--- config.mk ---
export PLATFORM = sky130hd
export DESIGN_NAME = cordic_tanh_flat
export DESIGN_NICKNAME = d
export VERILOG_FILES = /design/src/rtl/cordic_tanh_pkg.sv /design/src/rtl/cordic_tanh_if.sv /design/src/rtl/cordic_div_q16.sv /design/src/rtl/cordic_tanh.sv /design/src/flat_wrapper.sv
export SDC_FILE = /design/constraint.sdc
export NUM_CORES = 1
export LEC_CHECK = 0
export ABC_CLOCK_PERIOD_IN_PS = 8700
export BUFFER_PORTS_ARGS = -buffer_cell sky130_fd_sc_hd__buf_2
export CAP_MARGIN = 20
export CORE_AREA = 2 2 233 235
export CTS_BUF_LIST = sky130_fd_sc_hd__clkbuf_2
export CTS_CLUSTER_DIAMETER = 60
export DETAILED_ROUTE_END_ITERATION = 16
export DIE_AREA = 0 0 235 237
export PLACE_DENSITY = 0.86
export RECOVER_POWER = 25
export REMOVE_ABC_BUFFERS = 1
export SYNTH_ARGS = -nofsm -noshare
export SYNTH_HDL_FRONTEND = slang
export SYNTH_HIERARCHICAL = 1
export SYNTH_SLANG_ARGS = --single-unit
--- constraint.sdc ---
create_clock -name clk -period 8.7 [get_ports clk]
set_input_delay 0.435 -clock clk [delete_from_list [all_inputs] [get_ports clk]]
set_output_delay 0.435 -clock clk [all_outputs]
set_load 0.01 [all_outputs]
--- src/rtl/cordic_tanh_pkg.sv ---
// rtl/cordic_tanh_pkg.sv - constants, state encoding and helpers for the hyperbolic CORDIC core
package cordic_hyp_pkg;

  localparam int FRAC_BITS = 16;
  localparam int QUO_BITS  = FRAC_BITS + 1;

  // x/y carry extra fraction bits so per-step shift truncation stays below 1 LSB at the output
  localparam int GUARD = 8;
  localparam int XW    = 32 + GUARD;

  localparam logic signed [31:0]   X0         = 32'sd79135;
  localparam logic signed [31:0]   Z_MAX      = 32'sd73269;
  localparam logic signed [31:0]   Z_MIN      = -32'sd73269;
  localparam logic [4:0]           REPEAT_A   = 5'd4;
  localparam logic [4:0]           REPEAT_B   = 5'd13;
  localparam logic signed [XW-1:0] ROUND_HALF = XW'(1) <<< (GUARD - 1);

  typedef enum logic [1:0] {
    ST_IDLE,
    ST_ROT,
    ST_DIV,
    ST_DONE
  } state_e;

  function automatic logic signed [31:0] atanh_q16(input logic [4:0] idx);
    case (idx)
      5'd1:    return 32'sd35999;
      5'd2:    return 32'sd16739;
      5'd3:    return 32'sd8235;
      5'd4:    return 32'sd4101;
      5'd5:    return 32'sd2049;
      5'd6:    return 32'sd1024;
      5'd7:    return 32'sd512;
      5'd8:    return 32'sd256;
      5'd9:    return 32'sd128;
      5'd10:   return 32'sd64;
      5'd11:   return 32'sd32;
      5'd12:   return 32'sd16;
      5'd13:   return 32'sd8;
      5'd14:   return 32'sd4;
      5'd15:   return 32'sd2;
      5'd16:   return 32'sd1;
      default: return 32'sd0;
    endcase
  endfunction

  function automatic logic signed [31:0] round_guard(input logic signed [XW-1:0] v);
    return 32'((v + ROUND_HALF) >>> GUARD);
  endfunction

endpackage

--- src/rtl/cordic_tanh_if.sv ---
// rtl/cordic_tanh_if.sv - request/response handshake bundle of the cordic_tanh core
interface cordic_tanh_if;

  logic               in_valid;
  logic               in_ready;
  logic signed [31:0] z_in;
  logic               out_valid;
  logic               out_ready;
  logic signed [31:0] cosh_out;
  logic signed [31:0] sinh_out;
  logic signed [31:0] tanh_out;
  logic               range_err;

  modport master (
    output in_valid, z_in, out_ready,
    input  in_ready, out_valid, cosh_out, sinh_out, tanh_out, range_err
  );

  modport slave (
    input  in_valid, z_in, out_ready,
    output in_ready, out_valid, cosh_out, sinh_out, tanh_out, range_err
  );

endinterface

--- src/rtl/cordic_div_q16.sv ---
// rtl/cordic_div_q16.sv - sequential restoring divider, floor(dividend * 2^16 / divisor), one bit per cycle
module cordic_div_q16
  import cordic_hyp_pkg::*;
(
  input  logic                clk,
  input  logic                rst,
  input  logic                start_i,
  input  logic [31:0]         dividend_i,
  input  logic [31:0]         divisor_i,
  output logic                busy_o,
  output logic                done_o,
  output logic [QUO_BITS-1:0] quotient_o
);

  logic [33:0]         rem_q, rem_d, rem_sub;
  logic [31:0]         dvs_q, dvs_d;
  logic [QUO_BITS-1:0] quo_q, quo_d;
  logic [4:0]          cnt_q, cnt_d;
  logic                busy_q, busy_d;
  logic                done_q, done_d;
  logic                ge;

  // The 16 implied zero fraction bits enter through the left shift; dividend < 2*divisor keeps rem bounded
  assign ge      = rem_q >= {2'b00, dvs_q};
  assign rem_sub = ge ? (rem_q - {2'b00, dvs_q}) : rem_q;

  always_comb begin
    rem_d  = rem_q;
    dvs_d  = dvs_q;
    quo_d  = quo_q;
    cnt_d  = cnt_q;
    busy_d = busy_q;
    done_d = 1'b0;
    if (start_i) begin
      rem_d  = {2'b00, dividend_i};
      dvs_d  = divisor_i;
      quo_d  = '0;
      cnt_d  = 5'(QUO_BITS);
      busy_d = 1'b1;
    end else if (busy_q) begin
      rem_d = rem_sub << 1;
      quo_d = {quo_q[QUO_BITS-2:0], ge};
      cnt_d = cnt_q - 5'd1;
      if (cnt_q == 5'd1) begin
        busy_d = 1'b0;
        done_d = 1'b1;
      end
    end
  end

  always_ff @(posedge clk or posedge rst) begin
    if (rst) begin
      rem_q  <= '0;
      dvs_q  <= '0;
      quo_q  <= '0;
      cnt_q  <= '0;
      busy_q <= 1'b0;
      done_q <= 1'b0;
    end else begin
      rem_q  <= rem_d;
      dvs_q  <= dvs_d;
      quo_q  <= quo_d;
      cnt_q  <= cnt_d;
      busy_q <= busy_d;
      done_q <= done_d;
    end
  end

  assign busy_o     = busy_q;
  assign done_o     = done_q;
  assign quotient_o = quo_q;

endmodule

--- src/rtl/cordic_tanh.sv ---
// rtl/cordic_tanh.sv - iterative hyperbolic CORDIC (rotation mode) producing cosh, sinh and tanh of a Q16.16 angle
module cordic_tanh
  import cordic_hyp_pkg::*;
#(
  parameter int ITER = 16
)
(
  input  logic          clk,
  input  logic          rst,
  cordic_tanh_if.slave  io
);

  localparam logic [4:0]           LAST_IDX = 5'(ITER);
  localparam logic signed [XW-1:0] X0_INIT  = XW'(X0) <<< GUARD;

  state_e state_q, state_d;

  logic signed [XW-1:0] x_q, x_d, y_q, y_d, x_sh, y_sh;
  logic signed [31:0]   z_q, z_d, z_clamp, atanh_i;
  logic [4:0]           i_q, i_d;
  logic                 rep_q, rep_d;
  logic                 clamp_q, clamp_d, clamped;
  logic signed [31:0]   cosh_q, cosh_d, sinh_q, sinh_d, tanh_q, tanh_d;
  logic                 rerr_q, rerr_d;
  logic                 repeat_now, last_step, dir_pos;

  logic                 div_start, div_busy, div_done;
  logic [QUO_BITS-1:0]  div_quo;
  logic signed [31:0]   cosh_next, sinh_next, quo_ext;
  logic [31:0]          div_dividend, div_divisor;

  assign x_sh    = x_q >>> i_q;
  assign y_sh    = y_q >>> i_q;
  assign atanh_i = atanh_q16(i_q);
  assign dir_pos = ~z_q[31];

  // Indices 4 and 13 run twice; the second pass is marked by rep_q
  assign repeat_now = ((i_q == REPEAT_A) || (i_q == REPEAT_B)) && !rep_q;
  assign last_step  = (i_q == LAST_IDX) && !repeat_now;

  assign clamped = (io.z_in > Z_MAX) || (io.z_in < Z_MIN);
  assign z_clamp = (io.z_in > Z_MAX) ? Z_MAX : ((io.z_in < Z_MIN) ? Z_MIN : io.z_in);

  // Divider is started from the final step's next-state values so DIV begins on the following edge
  assign cosh_next    = round_guard(x_d);
  assign sinh_next    = round_guard(y_d);
  assign div_divisor  = cosh_next;
  assign div_dividend = sinh_next[31] ? -sinh_next : sinh_next;
  assign quo_ext      = {{(32-QUO_BITS){1'b0}}, div_quo};

  always_comb begin
    state_d   = state_q;
    x_d       = x_q;
    y_d       = y_q;
    z_d       = z_q;
    i_d       = i_q;
    rep_d     = rep_q;
    clamp_d   = clamp_q;
    cosh_d    = cosh_q;
    sinh_d    = sinh_q;
    tanh_d    = tanh_q;
    rerr_d    = rerr_q;
    div_start = 1'b0;
    case (state_q)
      ST_IDLE: begin
        if (io.in_valid) begin
          x_d     = X0_INIT;
          y_d     = '0;
          z_d     = z_clamp;
          i_d     = 5'd1;
          rep_d   = 1'b0;
          clamp_d = clamped;
          state_d = ST_ROT;
        end
      end
      ST_ROT: begin
        if (dir_pos) begin
          x_d = x_q + y_sh;
          y_d = y_q + x_sh;
          z_d = z_q - atanh_i;
        end else begin
          x_d = x_q - y_sh;
          y_d = y_q - x_sh;
          z_d = z_q + atanh_i;
        end
        if (repeat_now) begin
          rep_d = 1'b1;
        end else begin
          rep_d = 1'b0;
          i_d   = i_q + 5'd1;
        end
        if (last_step) begin
          div_start = 1'b1;
          state_d   = ST_DIV;
        end
      end
      ST_DIV: begin
        if (div_done && !div_busy) begin
          cosh_d  = cosh_next;
          sinh_d  = sinh_next;
          tanh_d  = y_q[XW-1] ? -quo_ext : quo_ext;
          rerr_d  = clamp_q;
          state_d = ST_DONE;
        end
      end
      ST_DONE: begin
        if (io.out_ready) begin
          state_d = ST_IDLE;
        end
      end
      default: state_d = ST_IDLE;
    endcase
  end

  always_ff @(posedge clk or posedge rst) begin
    if (rst) begin
      state_q <= ST_IDLE;
      x_q     <= '0;
      y_q     <= '0;
      z_q     <= '0;
      i_q     <= 5'd1;
      rep_q   <= 1'b0;
      clamp_q <= 1'b0;
      cosh_q  <= '0;
      sinh_q  <= '0;
      tanh_q  <= '0;
      rerr_q  <= 1'b0;
    end else begin
      state_q <= state_d;
      x_q     <= x_d;
      y_q     <= y_d;
      z_q     <= z_d;
      i_q     <= i_d;
      rep_q   <= rep_d;
      clamp_q <= clamp_d;
      cosh_q  <= cosh_d;
      sinh_q  <= sinh_d;
      tanh_q  <= tanh_d;
      rerr_q  <= rerr_d;
    end
  end

  cordic_div_q16 u_div (
    .clk        (clk),
    .rst        (rst),
    .start_i    (div_start),
    .dividend_i (div_dividend),
    .divisor_i  (div_divisor),
    .busy_o     (div_busy),
    .done_o     (div_done),
    .quotient_o (div_quo)
  );

  assign io.in_ready  = (state_q == ST_IDLE);
  assign io.out_valid = (state_q == ST_DONE);
  assign io.cosh_out  = cosh_q;
  assign io.sinh_out  = sinh_q;
  assign io.tanh_out  = tanh_q;
  assign io.range_err = rerr_q;

endmodule

--- src/flat_wrapper.sv ---
// flat-port wrapper written by rule: the top's interface ports become plain ports
module cordic_tanh_flat import cordic_hyp_pkg::*;
#(
  parameter int ITER = 16
)
  (clk, rst, io_in_valid, io_z_in, io_out_ready, io_in_ready, io_out_valid, io_cosh_out, io_sinh_out, io_tanh_out, io_range_err);
  cordic_tanh_if io_i ();
  input  logic clk;
  input  logic rst;
  input wire logic [$bits(io_i.in_valid)-1:0] io_in_valid;
  input wire logic [$bits(io_i.z_in)-1:0] io_z_in;
  input wire logic [$bits(io_i.out_ready)-1:0] io_out_ready;
  output wire logic [$bits(io_i.in_ready)-1:0] io_in_ready;
  output wire logic [$bits(io_i.out_valid)-1:0] io_out_valid;
  output wire logic [$bits(io_i.cosh_out)-1:0] io_cosh_out;
  output wire logic [$bits(io_i.sinh_out)-1:0] io_sinh_out;
  output wire logic [$bits(io_i.tanh_out)-1:0] io_tanh_out;
  output wire logic [$bits(io_i.range_err)-1:0] io_range_err;
  assign io_i.in_valid = io_in_valid;
  assign io_i.z_in = io_z_in;
  assign io_i.out_ready = io_out_ready;
  assign io_in_ready = io_i.in_ready;
  assign io_out_valid = io_i.out_valid;
  assign io_cosh_out = io_i.cosh_out;
  assign io_sinh_out = io_i.sinh_out;
  assign io_tanh_out = io_i.tanh_out;
  assign io_range_err = io_i.range_err;
  cordic_tanh #(.ITER(ITER)) u_core (.clk(clk), .rst(rst), .io(io_i));
endmodule
# After elaboration in Yosys (flattened, before gate mapping)
# Memory sizes are Yosys's and may differ from the RTL's.
# Index checks and enable logic that the tools add are counted.
[word_totals]
ff_bits = 308
mem_bits_ro = 512
input_bits = 36
out_inout_bits = 99
word_cells = 103
memories = 1
[memory_table]
columns = ["memory", "depth", "width", "rd", "rd_clocked_by_memory_dff", "write_ports", "line_no", "rtl"]
rows = [
  ["(name not given)", 32, 16, 1, 0, 0, "cordic_tanh_pkg.sv:26", "case (idx)"],
]
[classes]
add_sub_neg = 13
order_cmp = 3
n_eq_ne = 12
shift = 2
n_mux = 39
n_reduce_logical = 16
[ops]
columns = ["cell", "count"]
rows = [
  ["two-way mux 32 bit", 6],
  ["two-way mux 40 bit", 4],
  ["case mux 40 bit (2 select lines)", 2],
  ["adder 40 bit", 2],
  ["adder 40 x 9 -> 40 bit (second input constant)", 2],
  [">>> shifter 40 x 5 -> 40 bit", 2],
  ["subtractor 40 bit", 2],
  ["two-way mux 34 bit", 2],
  ["case mux 32 bit (2 select lines)", 1],
  ["greater-or-equal comparator 34 x 32 -> 1 bit", 1],
  ["two-way mux 17 bit", 2],
  ["two-way mux 33 bit", 1],
  ["subtractor 33 x 32 -> 33 bit", 1],
  ["adder 32 bit", 1],
  ["> comparator 32 x 18 -> 1 bit (second input constant)", 1],
  ["less-than comparator 32 x 18 -> 1 bit (second input constant)", 1],
  ["negation 17 -> 32 bit", 1],
  ["negation 32 bit", 1],
  ["subtractor 32 bit", 1],
  ["two-way mux 5 bit", 4],
  ["two-way mux 1 bit", 10],
  ["case mux 5 bit (2 select lines)", 1],
  ["two-way mux 2 bit", 4],
  ["case mux 2 bit (4 select lines)", 1],
  ["other kinds (19)", 31],
]

# Depth between registers and ports, before layout
[logic_depth]
ltp_word = 8
mapped_depth = 39
mapped_depth_nobuf = 30

# By module
# The synthesis kept the hierarchy.
[by_module_without_submodules]
columns = ["mod", "instances", "cells_each", "area_each_um2", "seq_area_each_um2"]
rows = [
  ["cordic_tanh", 1, 3007, 25087.8, 5456.5],
  ["cordic_div_q16", 1, 675, 5958.2, 2252.2],
]

# Least setup slack after synthesis
# Ideal clock, no wire load.
[synth_timing]
path_kind = "reg-to-reg"
start = "register u_core.i_q[0]"
end = "register u_core.u_div.rem_q[22]"
setup_ps = 104
t_arrival_ps = 8207
required_time_ps = 8596
slack_ps = 390
stages_incl_launch_ff = 39
n_path_buf = 8
period_less_slack_ps = 8310
path_cell_list = "dfstp_2 > buf_6 > buf_6 > buf_6 > buf_4 > buf_2 > mux4_2 > mux2i_1 > a22oi_1 > o221ai_1 > ha_1 > nand2_1 > nor4_1 > and2_1 > and3_1 > and4b_1 > clkbuf_1 > nor2b_1 > [3 not listed] > ha_1 > clkbuf_1 > a21o_1 > a21o_1 > a2111oi_0 > o221a_2 > o21ai_0 > a31o_2 > a21oi_1 > xor2_1 > o21ai_0 > nand4_1 > xor2_1 > buf_2 > o21ai_0 > xnor2_1 > inv_1 > a221oi_1"
[synth_between]
word_cells_on_any_way = 19
classes_between = "add/sub (4); eq/ne (3); shift (1); mux (6); reduce/logical (5)"
[synth_lines]
columns = ["element", "line_no", "rtl"]
rows = [
  ["start, declared", "cordic_tanh.sv:20", "logic [4:0] i_q, i_d;"],
  ["start signal, assigned", "cordic_tanh.sv:133", "i_q <= i_d;"],
  [">>> shifter 40 x 5 -> 40 bit (*)", "cordic_tanh.sv:32", "assign x_sh = x_q >>> i_q;"],
  ["adder 40 bit or subtractor 40 bit (tied branches)", "cordic_tanh.sv:79, cordic_tanh.sv:83", ""],
  ["two-way mux 40 bit (*)", "cordic_tanh.sv:77", "if (dir_pos) begin"],
  ["case mux 40 bit (2 select lines) (*)", "cordic_tanh.sv:64", "case (state_q)"],
  ["net u_core.y_d[37]", "cordic_tanh.sv:18", "logic signed [XW-1:0] x_q, x_d, y_q, y_d, x_sh, y_sh;"],
  ["adder 40 x 9 -> 40 bit (*)", "cordic_tanh_pkg.sv:48", "return 32'((v + ROUND_HALF) >>> GUARD);"],
  ["two-way mux 32 bit (*)", "cordic_tanh.sv:48", "assign div_dividend = sinh_next[31] ? -sinh_next : sinh_next;"],
  ["net u_core.div_dividend[22]", "cordic_tanh.sv:30", "logic [31:0] div_dividend, div_divisor;"],
  ["two-way mux 34 bit (*)", "cordic_div_q16.sv:34", "if (start_i) begin"],
  ["end signal, assigned", "cordic_div_q16.sv:60", "rem_q <= rem_d;"],
  ["end, declared", "cordic_div_q16.sv:15", "logic [33:0] rem_q, rem_d, rem_sub;"],
]
# The timed path passes the listed nets; every way through them passes the cells marked *.
# A chain may end at the register's enable or synchronous reset.

# Worst setup path in the final report
[layout_timing]
start = "register u_core.i_q[0]"
end = "register u_core.u_div.dvs_q[30]"
[layout_between]
word_cells_on_any_way = 15
classes_between = "add/sub (3); eq/ne (3); shift (1); mux (4); reduce/logical (4)"
[layout_lines]
columns = ["element", "line_no", "rtl"]
rows = [
  [">>> shifter 40 x 5 -> 40 bit (*)", "cordic_tanh.sv:33", "assign y_sh = y_q >>> i_q;"],
  ["adder 40 bit or subtractor 40 bit (tied branches)", "cordic_tanh.sv:78, cordic_tanh.sv:82", ""],
  ["two-way mux 40 bit (*)", "cordic_tanh.sv:77", ""],
  ["case mux 40 bit (2 select lines) (*)", "cordic_tanh.sv:64", ""],
  ["net u_core.x_d[33]", "cordic_tanh.sv:18", ""],
  ["adder 40 x 9 -> 40 bit (*)", "cordic_tanh_pkg.sv:48", ""],
  ["net u_core.cosh_next[30]", "cordic_tanh.sv:29", "logic signed [31:0] cosh_next, sinh_next, quo_ext;"],
  ["end signal, assigned", "cordic_div_q16.sv:61", "dvs_q <= dvs_d;"],
  ["end, declared", "cordic_div_q16.sv:16", "logic [31:0] dvs_q, dvs_d;"],
]
# Marked as above.

==> reports/metrics.cfg <==
[yosys]
synthArstFlopShare=1.00
ys_types=112
ys_warn_count=6
synth-seq-area-share=0.248
synthCells=3682
synth_edf_count=0
syn_area_um2=31000
yosys_register_bits=308
syn_avg_cell_area_um2=8.43
synth_ff_type=dfrtp_1

[clock_network]
root_buffer=clkbuf_2
cts-buffers-inserted=87
cts.sinks=308
clk_latency_ns=1.17
cts_buffer_depth=3
clkTransAtPathRegs_ns=0.11
cts_tree=built
htree_levels=3

[timing]
maxSlewViolCount=178
setup_ws_ns=0.388
fin_crit_sh=0.955
hold_viol=0
slew_headroom=-2.62
tightest_slew_ns=5.40
finClkSkew_ns=0.145
setup_violations=0
fin_tns_setup_ns=0
min_period_ns=8.31
max_freq_mhz=120
rsz0062_at_grt=yes

[status]
status=finished, violations left
violations=capacitance limit, slew limit

[global_routing]
track_usage=0.386
grt_overflow=0
grt_max_degree=114
grt_pass1_wl_um=171000
grt_pass1_vias=29803
antenna_found_initial=1

[cells_and_area]
nNetsFinal=4179
final_layout_size_suffix_gt1_frac=0.190
final_cell_mix=396 x nand2_1, 301 x dfrtp_1, 269 x nor2_1
area_delta_synth_final_pct=12.4
mostFrequentLayoutCell=nand2_1
fin_cells=4734

[worst_hold_path]
worst_hold_path.num_cells=4
worst_hold_startpoint=io_z_in[27]
holdPathEnd=u_core/z_q[27]
hold_path.class=in2reg

[setup_path]
critPathMaxFanout=15
crit_required_ns=9.71
cp-start-kind=flop
reg2regPathDepth=27
crit_buf_inv=2
crit_path_top_delay_cell=dfstp_4
path_class=reg2reg
cp_top_family=compound AO/OA/AOI/OAI gates
endpoint_kind=flop
rr_endpoint=u_core/u_div/dvs_q[30]
max_stage_delay_ns=0.76
arrival_ns=9.32
ff2ff_setup_slack_ns=0.39
r2r_start=u_core/i_q[0]

[route]
drt-initial-drc-count=4054
dr_total_vias=31736
antenna_left=0
firstDrtPassIters=7
drc_errors=0
drt-vias-per-instance=6.70
wl_um=110000
wl_per_cell_um=23.3

[placed_design]
io_buffers=134
dp_cells=4538
dp_hpwl_um=81700
post-place-ws_ns=0.0740
routabilityCongestion=1.10

[floorplan]
initial_core_util=0.583
fp.dieArea_um2=55700
die_width_um=235
ioPinCount=135
rows=85
core_um2=53300
fp.dieH_um=237

[run]
maxCapViolations=2

-- what timing repair did --
| item | 4_1_cts | 5_1_grt |
|---|---|---|
| setup endpoints to repair | 0 | 47 |
| hold endpoints to repair | 200 | 0 |
| hold buffers | 39 | 0 |
| setup buffers | 0 | 6 |
| gates resized for setup | 0 | 10 |
-- worst min-delay path, cell delays in order --
cell	delay, ns
dlygate4sd3_1	0.53
buf_2	0.12
o21ai_0	0.08
a31oi_1	0.15
-- synthesized netlist by cell type, types with 29 or more instances --
master,count,area (um^2)
ha_1,163,2040
o21a_1,43,323
and2_1,29,181
dfrtp_1,307,7680
a21oi_1,246,1230
xor2_1,114,998
nand2b_1,44,275
nand3_1,92,460
nand2_1,397,1490
o211ai_1,33,248
o21ai_0,234,1170
mux2i_1,96,961
mux4_2,88,1980
nor2_1,271,1020
nor4_1,33,206
inv_1,142,533
nor2b_1,53,332
xnor2_1,159,1390
o31ai_1,33,248
clkbuf_1,140,526
buf_1,29,109
a31oi_1,72,450
nand4_1,45,282
mux2_2,79,890
a21o_1,90,676
nor3_1,71,355
nor3b_1,31,233
and3_1,38,238
-- registers in the layout (all words and copies together), names as in the netlist, 5 cells and up --
signal / flops
u_core/y_q: 40
u_core/u_div/dvs_q: 32
u_core/io.cosh_out: 32
u_core/io.sinh_out: 32
u_core/z_q: 32
u_core/u_div/rem_q: 34
u_core/u_div/cnt_q: 5
u_core/i_q: 5
u_core/x_q: 40
u_core/io.tanh_out: 32
u_core/u_div/quotient_o: 17
-- cell type report --
type                    instances  area (um^2)
flip-flops and latches        308         7720
multi-input cells            3013        21900
clock buffers                 118          591
diodes                          1         2.50
inverters                     144          543
repair buffers                422         3030
well taps                     696          871
clock inverters                32          256
fillers                      4344        18400
-- layer usage --
metal  GRT usage  vias to the layer above  routed length [um]
met3      0.0862                      360               11200
met1       0.506                    15163               43900
li1            -                    14320                   -
met5     0.00779                        -                  62
met2       0.592                     1891               48600
met4       0.213                        2                6720
-- worst max-delay path by stage --
stage	startpoint	endpoint	slack (ns)	depth (start not counted)
finish	u_core/i_q[0]	u_core/u_div/dvs_q[30]	0.39	27
global route	u_core/i_q[0]	u_core/u_div/dvs_q[30]	-0.04	28
CTS	u_core/i_q[0]	u_core/u_div/dvs_q[30]	0.05	27
detailed placement	u_core/i_q[0]	u_core/u_div/dvs_q[30]	0.07	27
global placement	u_core/i_q[0]	u_core/io.cosh_out[30]	0.31	25
floorplan	u_core/state_q[1]	u_core/u_div/rem_q[24]	-1.82	7
-- stage by stage --
stage / instance area (um^2) / hold slack, ns / utilization
floorplan: 30100 / 0.439 / -
global placement: 33600 / 0.455 / 0.630
detailed placement: 33600 / 0.460 / 0.630
CTS: 34800 / 0.170 / 0.653
global route: 34900 / 0.270 / 0.655
finish: 34900 / 0.263 / 0.655
-- cell families after synthesis --
family | synth area share
simple gates | 0.196
compound gates | 0.225
fa+ha+maj | 0.0683
flops | 0.248
buf+inv | 0.0487
xor+xnor | 0.0775
mux | 0.137
Power is not shown: default switching activity piles up to over one toggle a cycle in this logic, so the estimate is an artifact.
